===== config.mk =====
export PLATFORM = sky130hd
export DESIGN_NAME = fetch_unit_flat
export DESIGN_NICKNAME = d
export VERILOG_FILES = /design/src/rtl/fetch_pkg.sv /design/src/rtl/fetch_unit_if.sv /design/src/rtl/fetch_unit.sv /design/src/flat_wrapper.sv
export SDC_FILE = /design/constraint.sdc
export NUM_CORES = 1
export LEC_CHECK = 0
export BUFFER_PORTS_ARGS = -buffer_cell sky130_fd_sc_hd__buf_2
export CAP_MARGIN = 25
export CORE_ASPECT_RATIO = 0.6
export CORE_MARGIN = 5
export CORE_UTILIZATION = 40
export DETAILED_ROUTE_END_ITERATION = 12
export PLACE_DENSITY = 0.75
export SLEW_MARGIN = 20
export SYNTH_ARGS = -nofsm -noshare
export SYNTH_HDL_FRONTEND = slang
export SYNTH_SLANG_ARGS = --single-unit

===== constraint.sdc =====
create_clock -name clk -period 2.3 [get_ports clk]
set_input_delay 0.345 -clock clk [delete_from_list [all_inputs] [get_ports clk]]
set_output_delay 0.345 -clock clk [all_outputs]
set_load 0.005 [all_outputs]

===== src/rtl/fetch_pkg.sv =====
// Shared fetch-stage types and constants, used by the fetch unit, hazard logic and benches.
// No logic, no latency.
// No flow control.
package fetch_pkg;

    typedef enum logic [1:0] {
        IDLE  = 2'd0,
        WAIT  = 2'd1,
        READY = 2'd2,
        DROP  = 2'd3
    } fetch_state_t;

    // addi x0, x0, 0: the bubble the decode register holds when cleared
    localparam logic [31:0] NOP_INSTR   = 32'h0000_0013;
    localparam logic [31:0] INSTR_BYTES = 32'd4;

    function automatic logic [31:0] pc_next(input logic [31:0] pc);
        return pc + INSTR_BYTES;
    endfunction

endpackage


===== src/rtl/fetch_unit_if.sv =====
// Instruction-memory request/response link: single-cycle request strobe, one response strobe per request.
// Response latency is set by the memory (at least one cycle).
// No backpressure; the fetch side never has more than one request outstanding.
interface fetch_unit_if;
    import fetch_pkg::*;

    logic        imem_req;
    logic [31:0] imem_addr;
    logic        imem_rvalid;
    logic [31:0] imem_rdata;

    modport master (
        output imem_req,
        output imem_addr,
        input  imem_rvalid,
        input  imem_rdata
    );

    modport slave (
        input  imem_req,
        input  imem_addr,
        output imem_rvalid,
        output imem_rdata
    );

endinterface


===== src/rtl/fetch_unit.sv =====
// RV32I fetch stage: owns PCF, issues one imem request at a time, applies Execute redirects.
// Latency: instruction valid in the cycle its response arrives; request issued combinationally on consume/redirect.
// Backpressure: StallF parks a returned instruction in a buffer; PCSrcE overrides StallF.
module fetch_unit
    import fetch_pkg::*;
#(
    parameter logic [31:0] RESET_PC = 32'h0000_0000
) (
    input  logic                clk,
    input  logic                rst_n,
    input  logic                StallF,
    input  logic                PCSrcE,
    input  logic [31:0]         PCTargetE,
    fetch_unit_if.master        imem,
    output logic [31:0]         RD,
    output logic [31:0]         PC,
    output logic [31:0]         PCPlus4,
    output logic                InstrValidF
);

    fetch_state_t state_q, state_d;
    logic [31:0]  pcf_q, pcf_d;
    logic [31:0]  instr_buf_q, instr_buf_d;

    logic [31:0]  pc_plus4;
    logic         instr_vld;
    logic         consume;
    logic         req;
    logic [31:0]  req_addr;

    always_comb begin
        pc_plus4    = pc_next(pcf_q);
        instr_vld   = ((state_q == WAIT && imem.imem_rvalid) || state_q == READY) && !PCSrcE;
        consume     = instr_vld && !StallF;

        state_d     = state_q;
        pcf_d       = pcf_q;
        instr_buf_d = instr_buf_q;
        req         = 1'b0;
        req_addr    = pcf_q;

        case (state_q)
            IDLE: begin
                req     = 1'b1;
                state_d = WAIT;
                if (PCSrcE) begin
                    req_addr = PCTargetE;
                    pcf_d    = PCTargetE;
                end
            end

            WAIT: begin
                if (imem.imem_rvalid) begin
                    if (PCSrcE) begin
                        req      = 1'b1;
                        req_addr = PCTargetE;
                        pcf_d    = PCTargetE;
                    end else if (consume) begin
                        req      = 1'b1;
                        req_addr = pc_plus4;
                        pcf_d    = pc_plus4;
                    end else begin
                        instr_buf_d = imem.imem_rdata;
                        state_d     = READY;
                    end
                end else if (PCSrcE) begin
                    // the outstanding response is now wrong-path; wait it out in DROP
                    pcf_d   = PCTargetE;
                    state_d = DROP;
                end
            end

            READY: begin
                if (PCSrcE) begin
                    req      = 1'b1;
                    req_addr = PCTargetE;
                    pcf_d    = PCTargetE;
                    state_d  = WAIT;
                end else if (consume) begin
                    req      = 1'b1;
                    req_addr = pc_plus4;
                    pcf_d    = pc_plus4;
                    state_d  = WAIT;
                end
            end

            DROP: begin
                // a newer redirect always replaces the remembered target
                if (PCSrcE) begin
                    pcf_d = PCTargetE;
                end
                if (imem.imem_rvalid) begin
                    req      = 1'b1;
                    req_addr = PCSrcE ? PCTargetE : pcf_q;
                    state_d  = WAIT;
                end
            end

            default: begin
                state_d = IDLE;
            end
        endcase
    end

    always_ff @(posedge clk or negedge rst_n) begin
        if (!rst_n) begin
            state_q     <= IDLE;
            pcf_q       <= RESET_PC;
            instr_buf_q <= 32'h0;
        end else begin
            state_q     <= state_d;
            pcf_q       <= pcf_d;
            instr_buf_q <= instr_buf_d;
        end
    end

    // IDLE requests unconditionally, so gate the strobe while reset is held
    assign imem.imem_req  = req && rst_n;
    assign imem.imem_addr = req_addr;

    assign RD          = (state_q == WAIT) ? imem.imem_rdata : instr_buf_q;
    assign PC          = pcf_q;
    assign PCPlus4     = pc_plus4;
    assign InstrValidF = instr_vld;

endmodule

===== src/flat_wrapper.sv =====
// flat-port wrapper written by rule: the top's interface ports become plain ports
module fetch_unit_flat import fetch_pkg::*;
#(
    parameter logic [31:0] RESET_PC = 32'h0000_0000
)
  (clk, rst_n, StallF, PCSrcE, PCTargetE, RD, PC, PCPlus4, InstrValidF, imem_imem_req, imem_imem_addr, imem_imem_rvalid, imem_imem_rdata);
  fetch_unit_if imem_i ();
  input  logic clk;
  input  logic rst_n;
  input  logic StallF;
  input  logic PCSrcE;
  input  logic [31:0] PCTargetE;
  output logic [31:0] RD;
  output logic [31:0] PC;
  output logic [31:0] PCPlus4;
  output logic InstrValidF;
  output wire logic [$bits(imem_i.imem_req)-1:0] imem_imem_req;
  output wire logic [$bits(imem_i.imem_addr)-1:0] imem_imem_addr;
  input wire logic [$bits(imem_i.imem_rvalid)-1:0] imem_imem_rvalid;
  input wire logic [$bits(imem_i.imem_rdata)-1:0] imem_imem_rdata;
  assign imem_imem_req = imem_i.imem_req;
  assign imem_imem_addr = imem_i.imem_addr;
  assign imem_i.imem_rvalid = imem_imem_rvalid;
  assign imem_i.imem_rdata = imem_imem_rdata;
  fetch_unit #(.RESET_PC(RESET_PC)) u_core (.clk(clk), .rst_n(rst_n), .StallF(StallF), .PCSrcE(PCSrcE), .PCTargetE(PCTargetE), .imem(imem_i), .RD(RD), .PC(PC), .PCPlus4(PCPlus4), .InstrValidF(InstrValidF));
endmodule

* After elaboration in Yosys (flattened, before gate mapping)
Index checks and enable logic that the tools add are counted.
W data, S select, Z words.
** Word-level totals
- Bits in latches :: 0
- Memories kept :: 0
- Flip-flop bits (word level) :: 66
- Memory bits (writable) :: 0
- Input bits :: 69
- Logic and storage cells :: 47
- Output and inout bits :: 130
- ROM bits :: 0
** Operators by class
- $lt $le $gt $ge :: 0
- Mux-type cells :: 22
- Reductions and logical operators :: 11
- Equal/unequal tests :: 8
- Bitwise logic cells :: 2
- $mul :: 0
- Div/mod/pow operators :: 0
- Add/subtract/negate cells :: 1
- Shift-type cells :: 0
** Operators with widths (number)
- $mux W32 :: 7
- $pmux W32 S4 :: 1
- $pmux W32 S3 :: 1
- $add A32 B3 Y32 const B :: 1
- $mux W2 :: 7
- $ne A3 B3 Y1 const B :: 3
- $pmux W2 S4 :: 1
- $reduce_and A5 Y1 :: 1
- $eq A2 B2 Y1 const B :: 2
- $logic_and A1 B1 Y1 :: 4
- $mux W1 :: 4
- $pmux W1 S4 :: 1
- $reduce_and A4 Y1 :: 1
- $ne A3 B2 Y1 const B :: 1
- $eq A2 B1 Y1 const B :: 1
- $logic_not A1 Y1 :: 2
- $logic_not A2 Y1 :: 1
- $ne A2 B2 Y1 const B :: 1
- $not A1 Y1 :: 2
- $reduce_or A2 Y1 :: 1
- $logic_or A1 B1 Y1 :: 1

* Longest topological paths before layout
Gate-level depths: netlist of run 1.
- Depth after elaboration :: 10
- Mapped depth :: 9
- Depth with buffers taken out :: 7

* Least setup slack after synthesis of run 1
Ideal clock, no wire load.
- Kind :: register -> output
- From :: register u_core.state_q[1]
- To :: output RD[10]
- Setup slack :: 10 ps
- Data required time :: 1955 ps
- Cell stages (with the launch flop) :: 8
- Buffers on the path :: 4
- Arrival :: 1945 ps
- Cell sequence :: dfrtp_1 > inv_1 > ha_1 > buf_2 > clkbuf_1 > buf_2 > buf_1 > mux2_2
** On the way
- Longest elaborated chain between the ends :: 2
** Ends and longest elaborated chain
- start, declared :: line fetch_unit.sv:21 : fetch_state_t state_q, state_d;
- start signal, assigned :: line fetch_unit.sv:111 : state_q <= state_d;
- $eq A2 B1 Y1 :: line fetch_unit.sv:121 : assign RD = (state_q == WAIT) ? imem.imem_rdata : instr_buf_q;
- $mux W32 :: line fetch_unit.sv:121
- end, declared :: line flat_wrapper.sv:13 : output logic [31:0] RD;
No other way between the ends.

* Final worst setup path of run 1
- From :: register u_core.pcf_q[21] (netlist: u_core.PC[21])
- To :: output imem_imem_addr[27]
** On the way
- Longest elaborated chain between the ends :: 5
** Ends and longest elaborated chain
- start, declared :: line fetch_unit.sv:22 : logic [31:0] pcf_q, pcf_d;
- start signal, assigned :: line fetch_unit.sv:112 : pcf_q <= pcf_d;
- $add A32 B3 Y32 * :: line fetch_pkg.sv:18 : return pc + INSTR_BYTES;
- $mux W32 * (2 in series)
- $mux W32 :: line fetch_unit.sv:53 : if (imem.imem_rvalid) begin
- $pmux W32 S4 * :: line fetch_unit.sv:42 : case (state_q)
- end, declared :: line flat_wrapper.sv:18 : output wire logic [$bits(imem_i.imem_addr)-1:0] imem_imem_addr;
Mark *: on every way between the ends. The rest lies on a longest branch, timed or not.

==> flow_summary.yaml, run 1 <==
status:
  outcome: "complete, but fails checks"
  failed_checks: "setup timing"
clock_network:
  clock-sinks: 66
  clock_tree.root_cell: "clkbuf_16"
  tritoncts: "yes"
  cts_buffer_depth: 2
  ctsHtreeMaxLevel: 3
  clock_insertion_delay_worst_skew_ns: 0.35
  tritoncts.num_buffers: 9
  cts.reportedPaths.clkPinSlew_ns: 0.07
cells_and_area:
  final_common_cell: "buf_4"
  fill_cells: 1363
  finalCoreUtilization_pct: 70.77
  layout.area.seq_sq_um: 1660
  post_route_cells_drive_above_1_share_pct: 58.18
  finalNetCount: 1464
  area_of_the_multi_input_gates_sq_um: 6190
  final_design_area_no_fill_sq_um: 12750
  synthToLayoutAreaGrowth_pct: 74.22
  n_antenna_cell: 0
  layout_common_cells: "buf_4 (258), buf_2 (186), mux2_2 (72), buf_6 (67)"
placed_design:
  dp_hpwl_mm: 27.73
  weighted_congestion_reported_at_the_end_of_routability_driven_placement: 1.006
  port-buffer-count: 198
  placedInstanceArea_sq_um: 10300
routing:
  vias: 10505
  route.final.wire_length_mm: 39.28
  initialDrtViolationCount: 1555
  avg_wl_per_cell_um: 24.04
  drtPass1Iterations: 6
  ant_nets: 0
  drt_drc: 0
  via_per_inst: 6.429
yosys:
  synth-main-ff-cell: "dfrtp_1"
  synth_warnings: 0
  post_synthesis_cell_type_count: 82
  synth_nets: 1008
  synth_seq_cells: 66
  synthesized_area_per_cell_sq_um: 7.845
  synth-async-reset-ratio_pct: 100.0
  sequential_fraction_of_the_synthesis_area_pct: 22.56
  post_synth_inst_count: 933
  synth_enable_flop_cells: 0
  syn_area_sq_um: 7320
sta:
  setup_violations: 75
  maximum_achievable_frequency_mhz: 365.5
  finalCriticalPeriod_ns: 2.736
  clock_skew_ns: 0.01407
  timing_hold_violations_final: 0
  post-route-period-util_pct: 119.0
  post-route-worst-setup-slack_ns: -0.4363
  setup_repair_after_global_routing_missed_its_margin: "yes"
  worstMarginPinSlew_ns: 0.5977
  timing.slew.headroom_pct: 59.73
  final-max-slew-violation-count: 0
worst_hold_path:
  hold_class: "input pin to flop"
  whs_path_depth: 2
critical_path:
  worst-endpoint-arrival_ns: 2.39
  worst_setup_path_start_kind: "flop"
  critical_path_required_ns: 1.96
  reg2regPathDepth: 15
  critPathMaxFanout: 6
  timing.reg2reg.setup_slack_ns: -0.22
  timing.critical_path.cells: "and4_4 > nand4_4 > buf_12 > or4_4 > a21oi_2 > o221ai_2 > buf_2"
  crit_type: "flop to primary output"
  critical_path.endpoint_type: "primary output"
  slowest_delay_ns: 0.51
  cpMaxStageDelayCell: "or4_4"
flow_run:
  maxCapViolations: 0
power:
  power.total_w: 0.01825
  total_leakage_power_nw: 5.661
  power.density_nw_per_um2: 1431
  max-vdd-ir-drop_v: 0.0006630
floorplanning:
  chipWidth_um: 184.6
  rows: 38
  die_outline_area_sq_um: 21190
  initial_utilization_pct: 40.62
  floorplan.core_area_sq_um: 18020
  die-height_um: 114.8
  ioPinCount: 199
global_route:
  gr-usage-all-layers_pct: 34.55
  grt_antenna_before_repair: 0
  number_of_global_route_vias_before_repair: 9829
  grt_pass1_wl_mm: 57.09
  grt_start_max_net_pins: 41
  gr-total-overflow: 0
==> final timing paths <==
kind	from	end
worst max register to register	u_core.PC[21]	u_core.PC[28]
worst min-delay path	imem_imem_rdata[2]	u_core.instr_buf_q[2]
max in group asynchronous	rst_n	u_core.PC[22]
worst max-delay path	u_core.PC[21]	imem_imem_addr[27]
min in group asynchronous	rst_n	u_core.PC[14]
worst min register to register	u_core.instr_buf_q[22]	u_core.instr_buf_q[22]
==> through the flow <==
step / TNS (ns) / cells / setup WS, ns / hold WS (ns)
after detailed placement: -2.591 / 1539 / -0.1714 / 0.1638
after CTS: -9.941 / 1617 / -0.3139 / 0.2375
final: -13.23 / 1634 / -0.4363 / 0.2374
after global placement: -1.476 / 1539 / -0.1691 / 0.1653
after global routing: -16.93 / 1634 / -0.4439 / 0.2385
after floorplan: 0 / 933 / 0.01028 / 0.04941
==> where the power goes <==
group          internal [W]  total (W)  switching [W]
sequential          0.00177    0.00234       0.000562
clock              0.000960    0.00161       0.000654
combinational       0.00690     0.0143        0.00740
==> worst max-delay path, delay by kind of cell, from the launching register on <==
kind	cells	cell delay (ns)
and+or+nand+nor	3	0.99
AOI/OAI and AO/OA	2	0.28
DFF	1	0.44
buffers and inverters	2	0.34
==> timing repair <==
item                                    in CTS  in global routing
pin swaps                                   95                 55
hold buffers                                 1                  0
gates cloned                                 3                  0
resized for setup                          242                 98
endpoints found under the setup margin      89                 90
buffers inserted                            62                 23
hold endpoints to repair                     1                  0
==> cell usage after synthesis, types with 19 or more instances <==
cell type | instances | area share (%)
inv_1 | 27 | 1.4
nor3_1 | 20 | 1.4
clkbuf_1 | 49 | 2.5
nand2_1 | 67 | 3.4
buf_2 | 26 | 1.8
mux2_2 | 73 | 11
nand3_1 | 31 | 2.1
nor2_1 | 68 | 3.5
o221ai_1 | 19 | 2.3
a21oi_1 | 69 | 4.7
a31oi_1 | 19 | 1.6
o21ai_0 | 58 | 4.0
dfrtp_1 | 66 | 23
==> kinds of logic (layout without fill, tap and decap cells) <==
group	count (synthesis)	count (layout)	synth area share (%)
xor gates and xnor gates	24	24	2.872
and+or+nand+nor	302	302	22.38
adders and majority gates	6	6	1.026
buffers and inverters	123	584	7.470
DFF	66	66	22.56
muxes	90	90	13.56
AOI/OAI and AO/OA	322	322	30.14
==> flip-flops by register name, indices dropped and copies added, names as in the netlist <==
name / cells
u_core.instr_buf_q: 32
u_core.PC: 32
u_core.state_q: 2
==> cell type report <==
type                       count  share of cell area [%]
clock inverter                 7                  0.7751
timing repair buffer         540                   32.70
multi-input combinational    744                   48.54
tap                          240                   2.355
inverter                      28                  0.8438
clock buffer                   9                   1.766
sequential                    66                   13.02
==> layer usage <==
metal | GRT usage, % | part of all wire, % | wire [um]
met5 | 0 | 0 | 0
met4 | 9.091 | 3.0 | 1167
met3 | 9.295 | 15 | 6050
met2 | 50.73 | 42 | 16400
met1 | 50.39 | 40 | 15660
Power figures use the tool's default switching activity.
==> run 2, diff against run 1 <==
--- a/config.mk
+++ b/config.mk
@@ -12,6 +12,7 @@
 export CORE_UTILIZATION = 40
 export DETAILED_ROUTE_END_ITERATION = 12
 export PLACE_DENSITY = 0.75
+export SKIP_LAST_GASP = 1
 export SLEW_MARGIN = 20
 export SYNTH_ARGS = -nofsm -noshare
 export SYNTH_HDL_FRONTEND = slang
==> run 2 against run 1 <==
  * The flow still finishes with violations (setup timing)
  * First-iteration DRC count up 2.9%
  * Setup slack got worse by 0.0064 ns
  * Global-route usage hardly changed
  * Combinational power about the same
  * Core utilization decreased by 0.91 points
  * Critical endpoint unchanged
  * Largest power group unchanged
==> flow_summary.yaml, run 2 (synthesis gave the netlist of run 1 again) <==
status:
  outcome: "complete, but fails checks"
  failed_checks: "setup timing"
routing:
  drt_drc: 0
  ant_nets: 0
  avg_wl_per_cell_um: 24.10
  drtPass1Iterations: 7
  via_per_inst: 6.422
  route.final.wire_length_mm: 39.26
  vias: 10461
  initialDrtViolationCount: 1600
global_route:
  gr-usage-all-layers_pct: 34.53
  gr-total-overflow: 0
  grt_antenna_before_repair: 0
  number_of_global_route_vias_before_repair: 9788
  grt_start_max_net_pins: 41
  grt_pass1_wl_mm: 57.07
critical_path:
  crit_type: "flop to primary output"
  kind_of_cell_adding_the_most_delay_to_the_critical_path: "simple AND/OR/NAND/NOR gates"
  critical_path_required_ns: 1.96
  worst-endpoint-arrival_ns: 2.40
  timing.critical_path.cells: "and4_4 > nand4_4 > buf_12 > or4_4 > a21oi_2 > o221ai_2 > buf_2"
  cpMaxStageDelayCell: "or4_4"
  critical_path.endpoint_type: "primary output"
  critPathMaxFanout: 6
  cp_num_buf_inv: 2
  worst_setup_path_start_kind: "flop"
  slowest_delay_ns: 0.51
placed_design:
  weighted_congestion_reported_at_the_end_of_routability_driven_placement: 1.006
  port-buffer-count: 198
  dp_hpwl_mm: 27.73
  preCtsSetupSlack_ns: -0.1714
  placedInstanceArea_sq_um: 10300
floorplanning:
  ioPinCount: 199
  die-height_um: 114.8
  rows: 38
  chipWidth_um: 184.6
  initial_utilization_pct: 40.62
  floorplan.core_area_sq_um: 18020
  die_outline_area_sq_um: 21190
power:
  total_leakage_power_nw: 5.623
  power.density_nw_per_um2: 1437
  max-vdd-ir-drop_v: 0.0006516
sta:
  final-max-slew-violation-count: 0
  setup_violations: 77
  clock_skew_ns: 0.01330
  timing_hold_violations_final: 0
  timing.slew.headroom_pct: 58.08
  maximum_achievable_frequency_mhz: 364.6
  post-route-worst-setup-slack_ns: -0.4427
  post-route-period-util_pct: 119.2
  worstMarginPinSlew_ns: 0.6223
  setup_repair_after_global_routing_missed_its_margin: "yes"
  finalCriticalPeriod_ns: 2.743
clock_network:
  clock_insertion_delay_worst_skew_ns: 0.35
  cts.reportedPaths.clkPinSlew_ns: 0.07
  tritoncts: "yes"
  tritoncts.num_buffers: 9
  clock-sinks: 66
  clock_tree.root_cell: "clkbuf_16"
  ctsHtreeMaxLevel: 3
  cts_buffer_depth: 2
cells_and_area:
  synthToLayoutAreaGrowth_pct: 71.98
  layout_common_cells: "buf_4 (259), buf_2 (189), mux2_2 (72), a21oi_1 (63), nand2_1 (61)"
  final_common_cell: "buf_4"
  finalNetCount: 1459
  fill_cells: 1383
  final_design_area_no_fill_sq_um: 12590
  n_antenna_cell: 0
  post_route_cells_drive_above_1_share_pct: 57.45
flow_run:
  maxCapViolations: 0
worst_hold_path:
  hold_class: "input pin to flop"
[run 2: worst paths after layout]
path | slack, ns | from | depth (start not counted) | to
setup / recovery | -0.44 | u_core.PC[21] | 7 | imem_imem_addr[27]
hold / removal | 0.24 | imem_imem_rdata[2] | 2 | u_core.instr_buf_q[2]
setup reg to reg | -0.20 | u_core.PC[21] | 15 | u_core.PC[28]
hold reg to reg | 0.50 | u_core.instr_buf_q[16] | 1 | u_core.instr_buf_q[16]
max in group asynchronous | 1.15 | rst_n | 3 | u_core.PC[22]
min in group asynchronous | 0.33 | rst_n | 2 | u_core.PC[14]
[run 2: per-stage QoR]
stage	hold WS (ns)	std cells	total power (W)	setup TNS (ns)	utilization, %
after floorplan	0.04941	933	0.007883	0	-
after global placement	0.1653	1539	0.01347	-1.476	57.15
after detailed placement	0.1638	1539	0.01357	-2.591	57.15
after CTS	0.2375	1617	0.01688	-10.20	66.87
after global routing	0.2387	1629	0.01886	-17.70	69.86
final	0.2393	1629	0.01809	-14.53	69.86
[run 2: cell type report]
class	instances	area, sq um	share of cell area (%)
Clock buffer	9	225.2	1.789
Clock inverter	7	98.84	0.7852
Inverter	28	107.6	0.8548
Multi-Input combinational cell	744	6112	48.55
Sequential cell	66	1660	13.19
Tap cell	240	300.3	2.385
Timing Repair Buffer	535	4084	32.44
[run 2: routing by layer]
layer  up-vias  wire length (um)  GRT usage, %
met1      4948             15700         50.51
met2       888             16290         50.56
met3       153              5977         9.327
li1       4472                 -             -
met5         -                 0             0
met4         0              1299         8.895
[run 2: where the power goes]
group	internal (W)	switching, W	leakage, nW
combinational	0.00680	0.00733	4.68
sequential	0.00177	0.000565	0.786
clock	0.000960	0.000664	0.156
total	0.00953	0.00856	5.62
[run 2: what timing repair did]
item / 4_1_cts / 5_1_grt
resized for setup: 220 / 94
hold buffers: 1 / 0
hold endpoints to repair: 1 / 0
gates cloned: 3 / 0
pin swaps: 94 / 44
setup buffers: 62 / 18
endpoints found under the setup margin: 89 / 90
==> run 3, diff against run 2 <==
--- a/config.mk
+++ b/config.mk
@@ -11,7 +11,7 @@
 export CORE_MARGIN = 5
 export CORE_UTILIZATION = 40
 export DETAILED_ROUTE_END_ITERATION = 12
-export PLACE_DENSITY = 0.75
+export PLACE_DENSITY = 0.73
 export SKIP_LAST_GASP = 1
 export SLEW_MARGIN = 20
 export SYNTH_ARGS = -nofsm -noshare
==> constraint.sdc (replaced) <==
create_clock -name clk -period 2.53 [get_ports clk]
set_input_delay 0.1265 -clock clk [delete_from_list [all_inputs] [get_ports clk]]
set_output_delay 0.1265 -clock clk [all_outputs]
set_load 0.005 [all_outputs]
==> run 3 against run 2 <==
  * The run still ends with setup timing left
  * Routed wire length decreased by 13%
  * Clock-buffer cell count stayed put
  * First-iteration DRC count shrank 14%
  * Register-to-register slack gained 0.38 ns
  * Clock skew rose by 0.0054 ns
  * Core utilization down 14 points
  * Final area decreased by 19%
  * Critical endpoint is now imem_imem_addr[16]
  * Largest power group unchanged
==> flow_summary.yaml, run 3 (synthesis gave the netlist of run 1 again) <==
floorplanning:
  ioPinCount: 199
  rows: 38
  die-height_um: 114.8
  die_outline_area_sq_um: 21190
  chipWidth_um: 184.6
  floorplan.core_area_sq_um: 18020
  initial_utilization_pct: 40.62
critical_path:
  timing.reg2reg.setup_slack_ns: 0.18
  critical_path.endpoint_type: "primary output"
  worst_setup_path_start_kind: "flop"
  critical_path_required_ns: 2.40
  reg2regPathDepth: 10
  worstReg2RegEnd: "u_core.PC[25]"
  critPathMaxFanout: 6
  crit_type: "flop to primary output"
  worst-endpoint-arrival_ns: 2.45
  critical_path.reg2reg.startpoint: "u_core.state_q[1]"
routing:
  drt_drc: 0
  initialDrtViolationCount: 1376
  route.final.wire_length_mm: 34.31
  ant_nets: 0
  drtPass1Iterations: 8
  vias: 9394
  via_per_inst: 6.461
  avg_wl_per_cell_um: 23.60
status:
  outcome: "complete, but fails checks"
  failed_checks: "setup timing"
sta:
  clock_skew_ns: 0.01868
  timing.slew.headroom_pct: 61.62
  finalCriticalPeriod_ns: 2.580
  setup_violations: 2
  worstMarginPinSlew_ns: 0.5735
  post-route-worst-setup-slack_ns: -0.04976
  setup_repair_after_global_routing_missed_its_margin: "yes"
  final-max-slew-violation-count: 0
  timing_hold_violations_final: 0
  maximum_achievable_frequency_mhz: 387.6
  post-route-period-util_pct: 102.0
global_route:
  gr-usage-all-layers_pct: 30.30
  grt_start_max_net_pins: 36
  grt_antenna_before_repair: 0
  gr-total-overflow: 0
  number_of_global_route_vias_before_repair: 8582
  grt_pass1_wl_mm: 50.15
placed_design:
  placedInstanceArea_sq_um: 9150
  port-buffer-count: 198
  weighted_congestion_reported_at_the_end_of_routability_driven_placement: 1.047
  dp_hpwl_mm: 25.31
clock_network:
  cts.reportedPaths.clkPinSlew_ns: 0.06
  clock_insertion_delay_worst_skew_ns: 0.35
  clock-sinks: 66
  tritoncts.num_buffers: 9
  ctsHtreeMaxLevel: 3
  tritoncts: "yes"
  clock_tree.root_cell: "clkbuf_16"
  cts_buffer_depth: 2
cells_and_area:
  layout_common_cells: "buf_2 (196), buf_4 (148), mux2_2 (73), a21oi_1 (68), nor2_1 (66)"
  final_design_area_no_fill_sq_um: 10150
  synthToLayoutAreaGrowth_pct: 38.73
  finalNetCount: 1284
  n_antenna_cell: 0
  post_route_cells_drive_above_1_share_pct: 44.89
  final_common_cell: "buf_2"
worst_hold_path:
  hold_end: "u_core.instr_buf_q[3]"
  hold_path.startpoint: "imem_imem_rdata[3]"
  hold_class: "input pin to flop"
  whs_path_depth: 2
flow_run:
  maxCapViolations: 0
power:
  power.density_nw_per_um2: 1333
  total_leakage_power_nw: 4.458
  power.total_w: 0.01353
  max-vdd-ir-drop_v: 0.0006518
[run 3: cell count changes in the layout (fill, tap and decap cells not counted), moves of 8 or more]
cell / change
nor3_1: +8
buf_12: -10
nor2_1: +11
buf_6: -51
nor3_4: -8
buf_4: -111
o21ai_0: +14
[run 3: layer usage]
layer	vias up	track usage (%)	part of all wire [%]
met5	-	0	0
met4	0	7.527	2.0
met3	76	9.991	17
met2	760	41.18	40
met1	4424	45.81	41
li1	4134	-	-
[run 3: worst max path at each step]
stage	slack (ns)	endpoint	startpoint
2_1_floorplan	0.46	RD[10]	u_core.state_q[1]
3_3_place_gp	0.10	imem_imem_addr[13]	u_core.state_q[0]
3_5_place_dp	0.13	imem_imem_addr[13]	u_core.state_q[0]
4_1_cts	0.001	imem_imem_addr[12]	u_core.PC[2]
5_1_grt	-0.14	imem_imem_addr[16]	u_core.state_q[1]
6_report	-0.05	imem_imem_addr[16]	u_core.state_q[1]
[run 3: power breakdown]
| part | internal (W) | switching, W |
|---|---|---|
| Clock | 0.000670 | 0.000574 |
| Combinational | 0.00451 | 0.00555 |
| Sequential | 0.00162 | 0.000607 |
| Total | 0.00681 | 0.00673 |
[run 3: area by class of cell]
class	count	area (sq um)
timing repair buffer	360	2323
clock buffer	9	225.2
tap	240	300.3
fill	1698	7865
multi-input combinational	744	5475
clock inverter	7	51.30
sequential	66	1669
inverter	28	110.1
[run 3: critical path, stage by stage (launching register included)]
cell and delay [ns]:
dfrtp_2 0.47, inv_4 0.11, ha_4 0.18, buf_4 0.15, o21ba_4 0.19, nand3_2 0.12, nor4_2 0.28, o21ai_1 0.13
a32oi_2 0.31, buf_2 0.17
[run 3: timing repair]
item / CTS / global route
endpoints found under the setup margin: 26 / 30
hold buffers: 1 / 0
resized for setup: 29 / 73
cloned: 0 / 0
setup buffers: 9 / 29
pin swaps: 4 / 20
hold endpoints to repair: 31 / 0
[run 3: stage by stage]
stage | cells | setup TNS (ns) | worst slack [ns] | hold slack, ns | utilization [%]
2_1_floorplan | 933 | 0 | 0.4588 | -0.1691 | -
6_report | 1454 | -0.06577 | -0.04976 | 0.02257 | 56.35
3_5_place_dp | 1399 | 0 | 0.1312 | 0.1308 | 50.78
3_3_place_gp | 1399 | 0 | 0.1041 | 0.1332 | 50.78
4_1_cts | 1425 | 0 | 0.0009626 | 0.01618 | 53.37
5_1_grt | 1454 | -0.4790 | -0.1408 | 0.02070 | 56.35
